==> config.mk <==
export PLATFORM = sky130hd
export DESIGN_NAME = mem_stage
export DESIGN_NICKNAME = d
export VERILOG_FILES = /design/src/rtl/rv32_mem_pkg.sv /design/src/rtl/mem_load_align.sv /design/src/rtl/mem_stage.sv
export SDC_FILE = /design/constraint.sdc
export NUM_CORES = 1
export LEC_CHECK = 0
export CAP_MARGIN = 5
export CORE_MARGIN = 3
export CORE_UTILIZATION = 41
export CTS_CLUSTER_DIAMETER = 100
export DETAILED_ROUTE_END_ITERATION = 7
export PLACE_DENSITY = 0.79
export SLEW_MARGIN = 20
export SYNTH_ARGS = -nofsm -noshare
export SYNTH_HDL_FRONTEND = slang
export SYNTH_SLANG_ARGS = --single-unit
==> constraint.sdc <==
create_clock -name clk -period 2.6 [get_ports clk]
set_clock_uncertainty 0.05 [all_clocks]
set_input_delay 0.52 -clock clk [delete_from_list [all_inputs] [get_ports clk]]
set_output_delay 0.52 -clock clk [all_outputs]
set_load 0.03 [all_outputs]
==> src/rtl/rv32_mem_pkg.sv <==
// Shared definitions for the RV32 memory stage: funct3 access codes,
// FSM encoding, the registered memory command and lane helpers.
package rv32_mem_pkg;

  // Load funct3 codes
  localparam logic [2:0] F3_LB  = 3'b000;
  localparam logic [2:0] F3_LH  = 3'b001;
  localparam logic [2:0] F3_LW  = 3'b010;
  localparam logic [2:0] F3_LBU = 3'b100;
  localparam logic [2:0] F3_LHU = 3'b101;

  // Store funct3 codes
  localparam logic [2:0] F3_SB  = 3'b000;
  localparam logic [2:0] F3_SH  = 3'b001;
  localparam logic [2:0] F3_SW  = 3'b010;

  typedef enum logic {
    ST_IDLE = 1'b0,
    ST_WAIT = 1'b1
  } mem_state_t;

  typedef enum logic [1:0] {
    SZ_BYTE = 2'd0,
    SZ_HALF = 2'd1,
    SZ_WORD = 2'd2
  } acc_size_t;

  // Everything presented on the data-memory port besides dmem_req
  typedef struct packed {
    logic        we;
    logic [31:0] addr;
    logic [3:0]  be;
    logic [31:0] wdata;
  } dmem_cmd_t;

  // Unknown funct3 values fall back to a word access
  function automatic acc_size_t size_of(input logic [2:0] f3);
    if (f3 == F3_LB || f3 == F3_LBU || f3 == F3_SB)      return SZ_BYTE;
    else if (f3 == F3_LH || f3 == F3_LHU || f3 == F3_SH) return SZ_HALF;
    else                                                 return SZ_WORD;
  endfunction

  function automatic logic is_aligned(input acc_size_t sz, input logic [1:0] off);
    case (sz)
      SZ_BYTE: return 1'b1;
      SZ_HALF: return ~off[0];
      default: return (off == 2'b00);
    endcase
  endfunction

  function automatic logic [3:0] lane_be(input acc_size_t sz, input logic [1:0] off);
    case (sz)
      SZ_BYTE: return 4'b0001 << off;
      SZ_HALF: return 4'b0011 << {off[1], 1'b0};
      default: return 4'b1111;
    endcase
  endfunction

  // Replicate the store operand so every enabled lane carries it
  function automatic logic [31:0] lane_wdata(input acc_size_t sz, input logic [31:0] d);
    case (sz)
      SZ_BYTE: return {4{d[7:0]}};
      SZ_HALF: return {2{d[15:0]}};
      default: return d;
    endcase
  endfunction

endpackage

==> src/rtl/mem_load_align.sv <==
// Load-data alignment: picks the addressed lane out of the read word and
// sign- or zero-extends it according to funct3.
module mem_load_align
  import rv32_mem_pkg::*;
(
  input  logic [31:0] rdata,
  input  logic [1:0]  offset,
  input  logic [2:0]  funct3,
  output logic [31:0] data
);

  logic [31:0] lane;

  // Shift the addressed byte/halfword down to bit 0, then extend
  always_comb begin
    lane = rdata >> {offset, 3'b000};
    data = rdata;
    case (funct3)
      F3_LB:   data = {{24{lane[7]}}, lane[7:0]};
      F3_LH:   data = {{16{lane[15]}}, lane[15:0]};
      F3_LBU:  data = {24'h0, lane[7:0]};
      F3_LHU:  data = {16'h0, lane[15:0]};
      default: data = rdata;
    endcase
  end

endmodule

==> src/rtl/mem_stage.sv <==
// RV32 MEM pipeline stage: issues one data-memory request per load/store,
// stalls the front of the pipe until the ack, aborts after TIMEOUT cycles
// and registers the write-back value.
module mem_stage
  import rv32_mem_pkg::*;
#(
  parameter int TIMEOUT = 255
) (
  input  logic        clk,
  input  logic        rst,
  input  logic [31:0] alu_MEM,
  input  logic [31:0] rs2_mem_data_MEM,
  input  logic        MemRead_MEM,
  input  logic        MemWrite_MEM,
  input  logic        RegWrite_MEM,
  input  logic        MemtoReg_MEM,
  input  logic [4:0]  rd_MEM,
  input  logic [2:0]  funct3_MEM,
  output logic        dmem_req,
  output logic        dmem_we,
  output logic [31:0] dmem_addr,
  output logic [3:0]  dmem_be,
  output logic [31:0] dmem_wdata,
  input  logic        dmem_ack,
  input  logic [31:0] dmem_rdata,
  output logic        mem_stall,
  output logic [31:0] wb_data,
  output logic [4:0]  rd_WB,
  output logic        RegWrite_WB,
  output logic        misalign_exc,
  output logic        bus_err
);

  localparam logic [7:0] TO_CNT = 8'(TIMEOUT);

  mem_state_t  state, state_nxt;
  logic [7:0]  cnt;
  dmem_cmd_t   cmd_d, cmd_q;
  acc_size_t   size;
  logic        access, is_store, aligned, wr_en;
  logic        start, finish, abort, misalign;
  logic [31:0] ld_data;

  // MemWrite wins when both controls are set
  assign access   = MemRead_MEM | MemWrite_MEM;
  assign is_store = MemWrite_MEM;
  assign size     = size_of(funct3_MEM);
  assign aligned  = is_aligned(size, alu_MEM[1:0]);
  assign wr_en    = RegWrite_MEM & (rd_MEM != 5'd0);

  assign cmd_d = '{we:    is_store,
                   addr:  {alu_MEM[31:2], 2'b00},
                   be:    lane_be(size, alu_MEM[1:0]),
                   wdata: lane_wdata(size, rs2_mem_data_MEM)};

  assign dmem_we    = cmd_q.we;
  assign dmem_addr  = cmd_q.addr;
  assign dmem_be    = cmd_q.be;
  assign dmem_wdata = cmd_q.wdata;

  // EX_MEM is frozen while stalled, so the held inputs still describe the
  // in-flight access when the ack arrives
  mem_load_align u_align (
    .rdata  (dmem_rdata),
    .offset (alu_MEM[1:0]),
    .funct3 (funct3_MEM),
    .data   (ld_data)
  );

  // Next-state and stall decode; ack beats timeout in the same cycle
  always_comb begin
    state_nxt = state;
    mem_stall = 1'b0;
    start     = 1'b0;
    finish    = 1'b0;
    abort     = 1'b0;
    misalign  = 1'b0;
    case (state)
      ST_IDLE: begin
        if (access) begin
          if (aligned) begin
            start     = 1'b1;
            mem_stall = 1'b1;
            state_nxt = ST_WAIT;
          end else begin
            misalign = 1'b1;
          end
        end
      end
      ST_WAIT: begin
        if (dmem_ack) begin
          finish    = 1'b1;
          state_nxt = ST_IDLE;
        end else if (cnt == TO_CNT) begin
          abort     = 1'b1;
          state_nxt = ST_IDLE;
        end else begin
          mem_stall = 1'b1;
        end
      end
      default: state_nxt = ST_IDLE;
    endcase
  end

  // State register
  always_ff @(posedge clk) begin
    if (!rst) state <= ST_IDLE;
    else      state <= state_nxt;
  end

  // Memory port: command latched at issue and held until ack/abort
  always_ff @(posedge clk) begin
    if (!rst) begin
      dmem_req <= 1'b0;
      cmd_q    <= '0;
    end else if (start) begin
      dmem_req <= 1'b1;
      cmd_q    <= cmd_d;
    end else if (finish || abort) begin
      dmem_req <= 1'b0;
    end
  end

  // WAIT-cycle counter, cleared on issue
  always_ff @(posedge clk) begin
    if (!rst)                               cnt <= '0;
    else if (start)                         cnt <= '0;
    else if (state == ST_WAIT && !dmem_ack) cnt <= cnt + 8'd1;
  end

  // Write-back registers and one-cycle exception pulses
  always_ff @(posedge clk) begin
    if (!rst) begin
      wb_data      <= '0;
      rd_WB        <= '0;
      RegWrite_WB  <= 1'b0;
      misalign_exc <= 1'b0;
      bus_err      <= 1'b0;
    end else begin
      misalign_exc <= misalign;
      bus_err      <= abort;
      if (state == ST_IDLE && !access) begin
        wb_data     <= alu_MEM;
        rd_WB       <= rd_MEM;
        RegWrite_WB <= wr_en;
      end else if (finish) begin
        wb_data     <= (MemtoReg_MEM && !is_store) ? ld_data : alu_MEM;
        rd_WB       <= rd_MEM;
        RegWrite_WB <= wr_en & ~is_store;
      end else begin
        RegWrite_WB <= 1'b0;
      end
    end
  end

endmodule

After elaboration in Yosys (flattened, before gate mapping)

Cells that the tools add are included.

$add $sub $neg: 1
Eq/ne operators: 5
Shift operators: 3
Mux-type cells: 27
Bitwise gates (word level): 8
Reductions and logical operators: 19

Operators with widths:

| operator                                                              | count |
|---|---|
| 32-bit case mux with 4 select lines                                   | 1 |
| 32-bit 2-to-1 mux                                                     | 3 |
| 32-bit case mux with 2 select lines                                   | 1 |
| 32-bit by 5-bit >> shifter with 16-bit output                         | 1 |
| 1-bit 2-to-1 mux                                                      | 15 |
| 5-bit 2-to-1 mux                                                      | 2 |
| 8-bit by 1-bit adder with 8-bit output, second input constant         | 1 |
| 8-bit equality test, second input constant                            | 1 |
| 4-bit case mux with 2 select lines                                    | 1 |
| 3-bit equality test, second input constant                            | 2 |
| 1-bit logical OR                                                      | 5 |
| 1-bit NOT                                                             | 5 |
| 5-bit nonzero test                                                    | 1 |
| 2-bit logical NOT                                                     | 2 |
| 2-bit 2-to-1 mux                                                      | 2 |
| 1-bit case mux with 2 select lines                                    | 2 |
| 2-bit nonzero test                                                    | 2 |
| 1-bit by 2-bit left shift with 4-bit output, first input constant     | 1 |
| 2-bit by 2-bit left shift with 4-bit output, first input constant     | 1 |
| 3-bit by 1-bit equality test with 1-bit output, second input constant | 1 |
| 1-bit logical AND                                                     | 3 |
| 1-bit logical NOT                                                     | 3 |
| 3-bit logical NOT                                                     | 1 |
| 3-bit OR reduction                                                    | 1 |
| other kinds (4)                                                       | 5 |

Bits in registers: 117
Bits of input ports: 111
Output and inout bits: 111
Logic and storage cells: 75

Longest topological paths before layout

Gate-level depths: netlist of run 1.

Word-level depth: 11
Mapped depth: 7
Depth with buffers taken out: 4

Hierarchy

A second synthesis of run 1 with hierarchy kept.

Cell total of the unflattened synthesis: 734
Area total of the unflattened synthesis: 6476.2 um^2

Modules (own cells, without submodules):

| module         | instances | cells an instance | area an instance (um^2) | sequential area each (um^2) |
|---|---|---|---|---|
| mem_stage      | 1         | 628               | 5784.3                  | 2342.2 |
| mem_load_align | 1         | 106               | 691.9                   | 0.0 |

Worst setup path after synthesis of run 1

No wires, ideal clock.

Kind: input-to-output
Start point: in funct3_MEM[0]
End point: out mem_stall
Arrival time: 1.798 ns
Required time: 2.030 ns
Slack: 0.232 ns
Stages: 5
Path buffers: 2
Cell sequence: clkbuf_1 -> or2_2 -> a211o_1 -> clkbuf_1 -> o21ai_0

Longest elaborated chain between the ends: 10
Elaborated cells between the ends (all ways): 16
Classes of those cells: 4 x eq/ne; 6 x mux; 6 x reduce/logical

Ends and longest elaborated chain:

| item                                                                                  | line               | source |
|---|---|---|
| start, declared                                                                       | mem_stage.sv:18    | `input logic [2:0] funct3_MEM,` |
| 3-bit by 1-bit equality test with 1-bit output or 3-bit equality test (tied branches) | rv32_mem_pkg.sv:39 | `else if (f3 == F3_LH \|\| f3 == F3_LHU \|\| f3 == F3_SH) return SZ_HALF;` |
| 1-bit logical OR (2 in a row)                                                         | rv32_mem_pkg.sv:39 |  |
| 2-bit 2-to-1 mux                                                                      | rv32_mem_pkg.sv:39 |  |
| 2-bit 2-to-1 mux *                                                                    | rv32_mem_pkg.sv:38 | `if (f3 == F3_LB \|\| f3 == F3_LBU \|\| f3 == F3_SB) return SZ_BYTE;` |
| 2-bit by 1-bit equality test with 1-bit output or 2-bit logical NOT (tied branches)   | rv32_mem_pkg.sv:44 | `case (sz)` |
| 1-bit case mux with 2 select lines *                                                  | rv32_mem_pkg.sv:44 |  |
| 1-bit 2-to-1 mux *                                                                    | mem_stage.sv:81    | `if (aligned) begin` |
| 1-bit 2-to-1 mux *                                                                    | mem_stage.sv:80    | `if (access) begin` |
| 1-bit case mux with 2 select lines *                                                  | mem_stage.sv:78    | `case (state)` |
| end, declared                                                                         | mem_stage.sv:26    | `output logic mem_stall,` |

Mark *: on every way between the ends. The rest lies on a longest branch, timed or not.

Worst setup path in the final report of run 1

Start point: in alu_MEM[0]
End point: out mem_stall

Longest elaborated chain between the ends: 5
Elaborated cells between the ends (all ways): 6
Classes of those cells: 4 x mux; 1 x bitwise; 1 x reduce/logical

Ends and longest elaborated chain:

| item                                           | line                                   | source |
|---|---|---|
| start, declared                                | mem_stage.sv:11                        | `input logic [31:0] alu_MEM,` |
| 2-bit logical NOT or 1-bit NOT (tied branches) | rv32_mem_pkg.sv:47, rv32_mem_pkg.sv:46 |  |
| 1-bit case mux with 2 select lines *           | rv32_mem_pkg.sv:44                     |  |
| 1-bit 2-to-1 mux *                             | mem_stage.sv:81                        |  |
| 1-bit 2-to-1 mux *                             | mem_stage.sv:80                        |  |
| 1-bit case mux with 2 select lines *           | mem_stage.sv:78                        |  |

Marks and branches as above.

==> qor.yml, run 1 <==
layout:
  num_antenna_cells: 0
  fin_nets: 976
  syn_to_final_growth_pct: 58.9
  fin_cells: 1049
  layout-drive-gt1-share_pct: 8.67
  fin_area_um2: 8500
timing:
  hold_viol: 0
  slew_viol_final: 0
  tightest_slew_ps: 571
  setup_viol: 0
  rsz0062_at_grt: "false"
  fmax_ghz: 0.399
  max_slew_margin_pct: 62.0
  layout_min_cycle_time_ps: 2510
  timing.setup.tns_ps: 0
  fin_hold_ws_ps: 400
  period_share_pct: 96.5
grt:
  grt_pass1_vias: 5828
  grt_pass1_wl_mm: 30.8
  grt.total_usage_pct: 26.9
  grt_overflow_total: 0
  antenna_found_initial: 0
  grt_max_degree: 67
synthesis:
  ys_ff_latch: 117
  postSynthCellCount: 656
  ys_async_sr_fraction_pct: 0
  ys_types: 51
  yosysMostFrequentCell: "nand2_1"
  syn_area_um2: 5350
  synth_top_cell_area_share_pct: 43.8
  synth_top_flop_cell: "dfxtp_1"
  synth-edff-count: 0
  synthTopCellsByArea: "dfxtp_1, nand2_1, a21oi_1"
  synth_commonest_cells: "nand2_1, dfxtp_1, a21oi_1"
  syn_avg_cell_area_um2: 8.15
  ys_seq_area_share_pct: 43.8
  yosysTopAreaCell: "dfxtp_1"
  yosysWarnings: 0
pwr:
  power_density_nw_per_um2: 711
  p_leak_nw: 3.25
  ir_drop_mv: 0.366
drt:
  drt_pass1_iterations: 7
  viasPerCell: 5.54
  ant_nets: 0
  drt_iter0_drc: 519
  vias: 5815
  routedWlPerCell_um: 18.7
  routed_wl_mm: 19.6
  drcViolationCount: 0
clock_tree:
  cts_hold_buffers: 0
  cts_tree: "done"
  clkLatencyLatePin_ps: 410
  post_cts_buffers: 0
  clock_path_buffers: 2
  cts_buffers: 17
  clkTransAtPathRegs_ps: 50
  cts-resized-gates: 0
  cts_sinks: 117
  htreeDepth: 4
  cts_root_buf: "clkbuf_16"
placement:
  portBuffers: 219
  dp_cells: 1017
  gp_congestion: 0.914
  place_hpwl_mm: 14.5
  placed_cell_area_um2: 7820
die:
  die_area_um2: 14400
  die_h_um: 120
  start_util_pct: 42.2
  core_um2: 12700
  ios: 222
  row_count: 41
  die_w_um: 120
outcome:
  outcome: "finished clean"
setup_path:
  slowest_stage: "clkdlybuf4s50_1"
  rrSetupSlack_ps: 630
  critPathCapture: "mem_stall"
  path_class: "input port to primary output"
  r2r_cells: 4
  max_stage_delay_ps: 530
  critical_path.startpoint_type: "input port"
  regToRegStartpoint: "state"
  setup.worst_path.start: "alu_MEM[0]"
  cp.required_ps: 2030
  worstPathMaxFanout: 4
  worstPathCellList: "clkdlybuf4s50_1 > a21o_1 > a211o_2 > o21ai_0 > buf_4"
  endpoint_kind: "primary output"
  r2r_end: "cnt[7]"
  arrival_ps: 1940
flow_run:
  maxCapViolCount: 0
hold_path:
  hold_class: "register to register"
[state kept, by name (all words and copies together), names as in the netlist]
signal	flops
misalign_exc	1
rd_WB	5
dmem_we	1
dmem_addr	30
dmem_wdata	32
cnt	8
dmem_req	1
RegWrite_WB	1
bus_err	1
dmem_be	4
state	1
wb_data	32
[report_power, final]
group	total (mW)	internal [mW]	switching, mW
sequential	2.01	1.93	0.0802
clock	2.69	1.89	0.792
combinational	1.34	0.582	0.760
[layout make-up]
| class | instances | area, um2 |
|---|---|---|
| clock buffer | 23 | 488 |
| sequential | 117 | 2340 |
| tap | 172 | 215 |
| clock inverter | 9 | 195 |
| fill | 1037 | 4170 |
| timing repair buffer | 248 | 2480 |
| multi-input combinational | 468 | 2740 |
| inverter | 12 | 45.0 |
[critical path, delay by kind of cell]
kind	cells	cell delay, ps
buf+inv	2	740
compound gates	3	680
[per-layer routing]
| layer | part of all wire, % | vias up | routed length (um) | global-route usage (%) |
|---|---|---|---|---|
| li1 | - | 2752 | - | - |
| met1 | 39 | 2753 | 7740 | 31.1 |
| met2 | 49 | 269 | 9630 | 46.5 |
| met3 | 9.1 | 41 | 1790 | 8.98 |
| met4 | 2.5 | 0 | 489 | 9.88 |
| met5 | 0 | - | 0 | 0 |
[placed cells by master (no fill, tap or decap), types with 16 or more instances in the layout]
cell type / n
a21oi_1: 72
a221oi_1: 16
buf_4: 24
clkbuf_16: 17
clkdlybuf4s50_1: 217
dfxtp_1: 117
mux2i_1: 25
nand2_1: 169
nor2_1: 31
o211ai_1: 16
o21ai_0: 26
[kinds of logic after synthesis]
logic type / Yosys count / share of synthesized area, %
AOI/OAI and AO/OA: 201 / 25.5
other: 1 / 0.0701
and+or+nand+nor: 225 / 17.0
muxes: 33 / 6.57
adders and majority gates: 1 / 0.234
buffers and inverters: 72 / 5.83
xor gates and xnor gates: 6 / 0.983
DFF: 117 / 43.8
[worst min path at each step]
stage / from / end / slack (ps) / depth (start not counted)
global placement: dmem_addr[22] / dmem_addr[22] / 390 / 2
detailed placement: dmem_addr[18] / dmem_addr[18] / 400 / 2
finish: dmem_addr[18] / dmem_addr[18] / 400 / 2
floorplan: cnt[1] / cnt[1] / 400 / 2
CTS: dmem_addr[18] / dmem_addr[18] / 400 / 2
global route: dmem_addr[18] / dmem_addr[18] / 420 / 2
[stage by stage]
stage          setup slack (ps)  total power [mW]  util [%]
2_1_floorplan               232              2.74         -
3_3_place_gp               20.1              3.36      61.7
3_5_place_dp              -27.0              3.38      61.7
4_1_cts                    89.8              6.08      67.1
5_1_grt                    15.0              6.26      67.1
6_report                   91.8              6.04      67.1
Power figures use the tool's default switching activity.
==> inputs of run 2 (changes only) <==
--- a/config.mk
+++ b/config.mk
@@ -5,12 +5,11 @@
 export SDC_FILE = /design/constraint.sdc
 export NUM_CORES = 1
 export LEC_CHECK = 0
-export CAP_MARGIN = 5
 export CORE_MARGIN = 3
 export CORE_UTILIZATION = 41
 export CTS_CLUSTER_DIAMETER = 100
 export DETAILED_ROUTE_END_ITERATION = 7
-export PLACE_DENSITY = 0.79
+export PLACE_DENSITY = 0.88
 export SLEW_MARGIN = 20
 export SYNTH_ARGS = -nofsm -noshare
 export SYNTH_HDL_FRONTEND = slang
==> qor.yml, run 2 (same netlist as run 1, synthesis figures left out) <==
drt:
  vias: 5915
  viasPerCell: 5.64
  drt_pass1_iterations: 5
  routedWlPerCell_um: 18.5
  drt_iter0_drc: 508
  drcViolationCount: 0
  ant_nets: 0
  routed_wl_mm: 19.4
layout:
  final_cell_mix: "clkdlybuf4s50_1, nand2_1, dfxtp_1"
  multiInputGateArea_um2: 2740
  fin_nets: 975
  layout_commonest_cell: "clkdlybuf4s50_1"
  fin_cells: 1048
  layout-drive-gt1-share_pct: 8.79
  fillCellCount: 1045
  syn_to_final_growth_pct: 58.2
  seq_area_um2: 2340
  num_antenna_cells: 0
timing:
  timing.setup.tns_ps: 0
  period_share_pct: 95.2
  fmax_ghz: 0.404
  tightest_slew_ps: 563
  fin_hold_ws_ps: 402
  layout_min_cycle_time_ps: 2480
  rsz0062_at_grt: "false"
  hold_viol: 0
  max_slew_margin_pct: 62.5
  setup_viol: 0
  slew_viol_final: 0
pwr:
  ir_drop_mv: 0.473
  pwr-share-clk_pct: 42.9
  p_comb_share_pct: 22.9
  intPower_mw: 4.15
  switchingPower_mw: 1.71
  p_leak_nw: 3.23
  p_seq_share_pct: 34.2
  swShare_pct: 29.2
  power_density_nw_per_um2: 693
die:
  die_h_um: 120
  start_util_pct: 42.2
  die_w_um: 120
  ios: 222
  die_area_um2: 14400
  core_um2: 12700
  row_count: 41
clock_tree:
  cts_buffers: 17
  cts_sinks: 117
  post_cts_buffers: 0
  cts_root_buf: "clkbuf_16"
  clkLatencyLatePin_ps: 420
  cts_hold_buffers: 0
  cts_tree: "done"
  cts-resized-gates: 0
  clkTransAtPathRegs_ps: 60
  clock_path_buffers: 2
  htreeDepth: 4
setup_path:
  cp.required_ps: 2030
  arrival_ps: 1910
  regToRegStartpoint: "state"
  worstPathMaxFanout: 4
  rrSetupSlack_ps: 660
  r2r_cells: 4
  r2r_end: "cnt[1]"
  path_class: "input port to primary output"
  critical_path.startpoint_type: "input port"
  endpoint_kind: "primary output"
grt:
  grt_overflow_total: 0
  grt_max_degree: 71
  grt_pass1_wl_mm: 30.6
  antenna_found_initial: 0
  grt_pass1_vias: 5724
  grt.total_usage_pct: 27.0
hold_path:
  hold_end: "dmem_addr[21]"
  hold_class: "register to register"
  hp-start: "dmem_addr[21]"
  hold_depth: 2
placement:
  place_hpwl_mm: 13.4
  dp_cells: 1016
  gp_congestion: 0.868
  portBuffers: 219
outcome:
  outcome: "finished clean"
flow_run:
  maxCapViolCount: 0
[run 2: cell count changes in the layout (fill, tap and decap cells not counted), sizes merged]
cell / previous run / this run
buf: 31 / 30
bufinv: 6 / 4
clkbuf: 23 / 18
clkdlybuf4s50: 217 / 216
clkinvlp: 0 / 4
dlymetal6s2s: 0 / 1
inv: 11 / 14
[run 2: power by group through the flow]
stage               Sequential, mW  Clock, mW  Combinational [mW]
floorplan                     2.30          0               0.437
global placement              2.04          0                1.32
detailed placement            2.04          0                1.33
CTS                           2.01       2.55                1.34
global route                  2.02       2.63                1.43
finish                        2.01       2.52                1.34
[run 2: layout make-up]
class,instances,area share [%]
well taps,172,2.54
clock buffers,18,5.19
multi-input cells,468,32.3
clock inverters,14,2.35
flip-flops and latches,117,27.7
repair buffers,247,29.4
inverters,12,0.532
[run 2: worst max-delay path by stage]
stage                   to          start  slack, ps
2_1_floorplan    mem_stall  funct3_MEM[0]        230
3_3_place_gp   wb_data[17]     alu_MEM[1]         60
3_5_place_dp   wb_data[30]     alu_MEM[1]         -8
4_1_cts          mem_stall     alu_MEM[1]         30
5_1_grt          mem_stall     alu_MEM[0]         40
6_report         mem_stall     alu_MEM[0]        120
[run 2: critical path, stage by stage]
cell and delay (ps):
clkdlybuf4s50_1 520, a21o_1 220, a211o_2 340, o21ai_0 100
buf_4 210
[run 2: stage by stage]
| stage | area, um2 | setup slack, ps | utilization (%) | total power [mW] |
|---|---|---|---|---|
| 2_1_floorplan | 5350 | 232 | - | 2.74 |
| 3_3_place_gp | 7820 | 59.6 | 61.7 | 3.36 |
| 6_report | 8460 | 124 | 66.8 | 5.87 |
| 5_1_grt | 8460 | 41.6 | 66.8 | 6.08 |
| 3_5_place_dp | 7820 | -7.78 | 61.7 | 3.38 |
| 4_1_cts | 8460 | 25.4 | 66.8 | 5.90 |
[run 2: layer usage]
layer | global-route usage [%] | share of wire (%) | vias up
li1 | - | - | 2755
met1 | 30.7 | 37 | 2766
met2 | 44.9 | 48 | 336
met3 | 10.7 | 11 | 58
met4 | 11.7 | 3.7 | 0
met5 | 0 | 0 | -
==> inputs of run 3 (changes only) <==
--- a/config.mk
+++ b/config.mk
@@ -8,6 +8,7 @@
 export CORE_MARGIN = 3
 export CORE_UTILIZATION = 41
 export CTS_CLUSTER_DIAMETER = 100
+export CTS_CLUSTER_SIZE = 14
 export DETAILED_ROUTE_END_ITERATION = 7
 export PLACE_DENSITY = 0.88
 export SLEW_MARGIN = 20
==> results of run 3 <==
Final layout, timing and power as in run 2 (identical DEF).
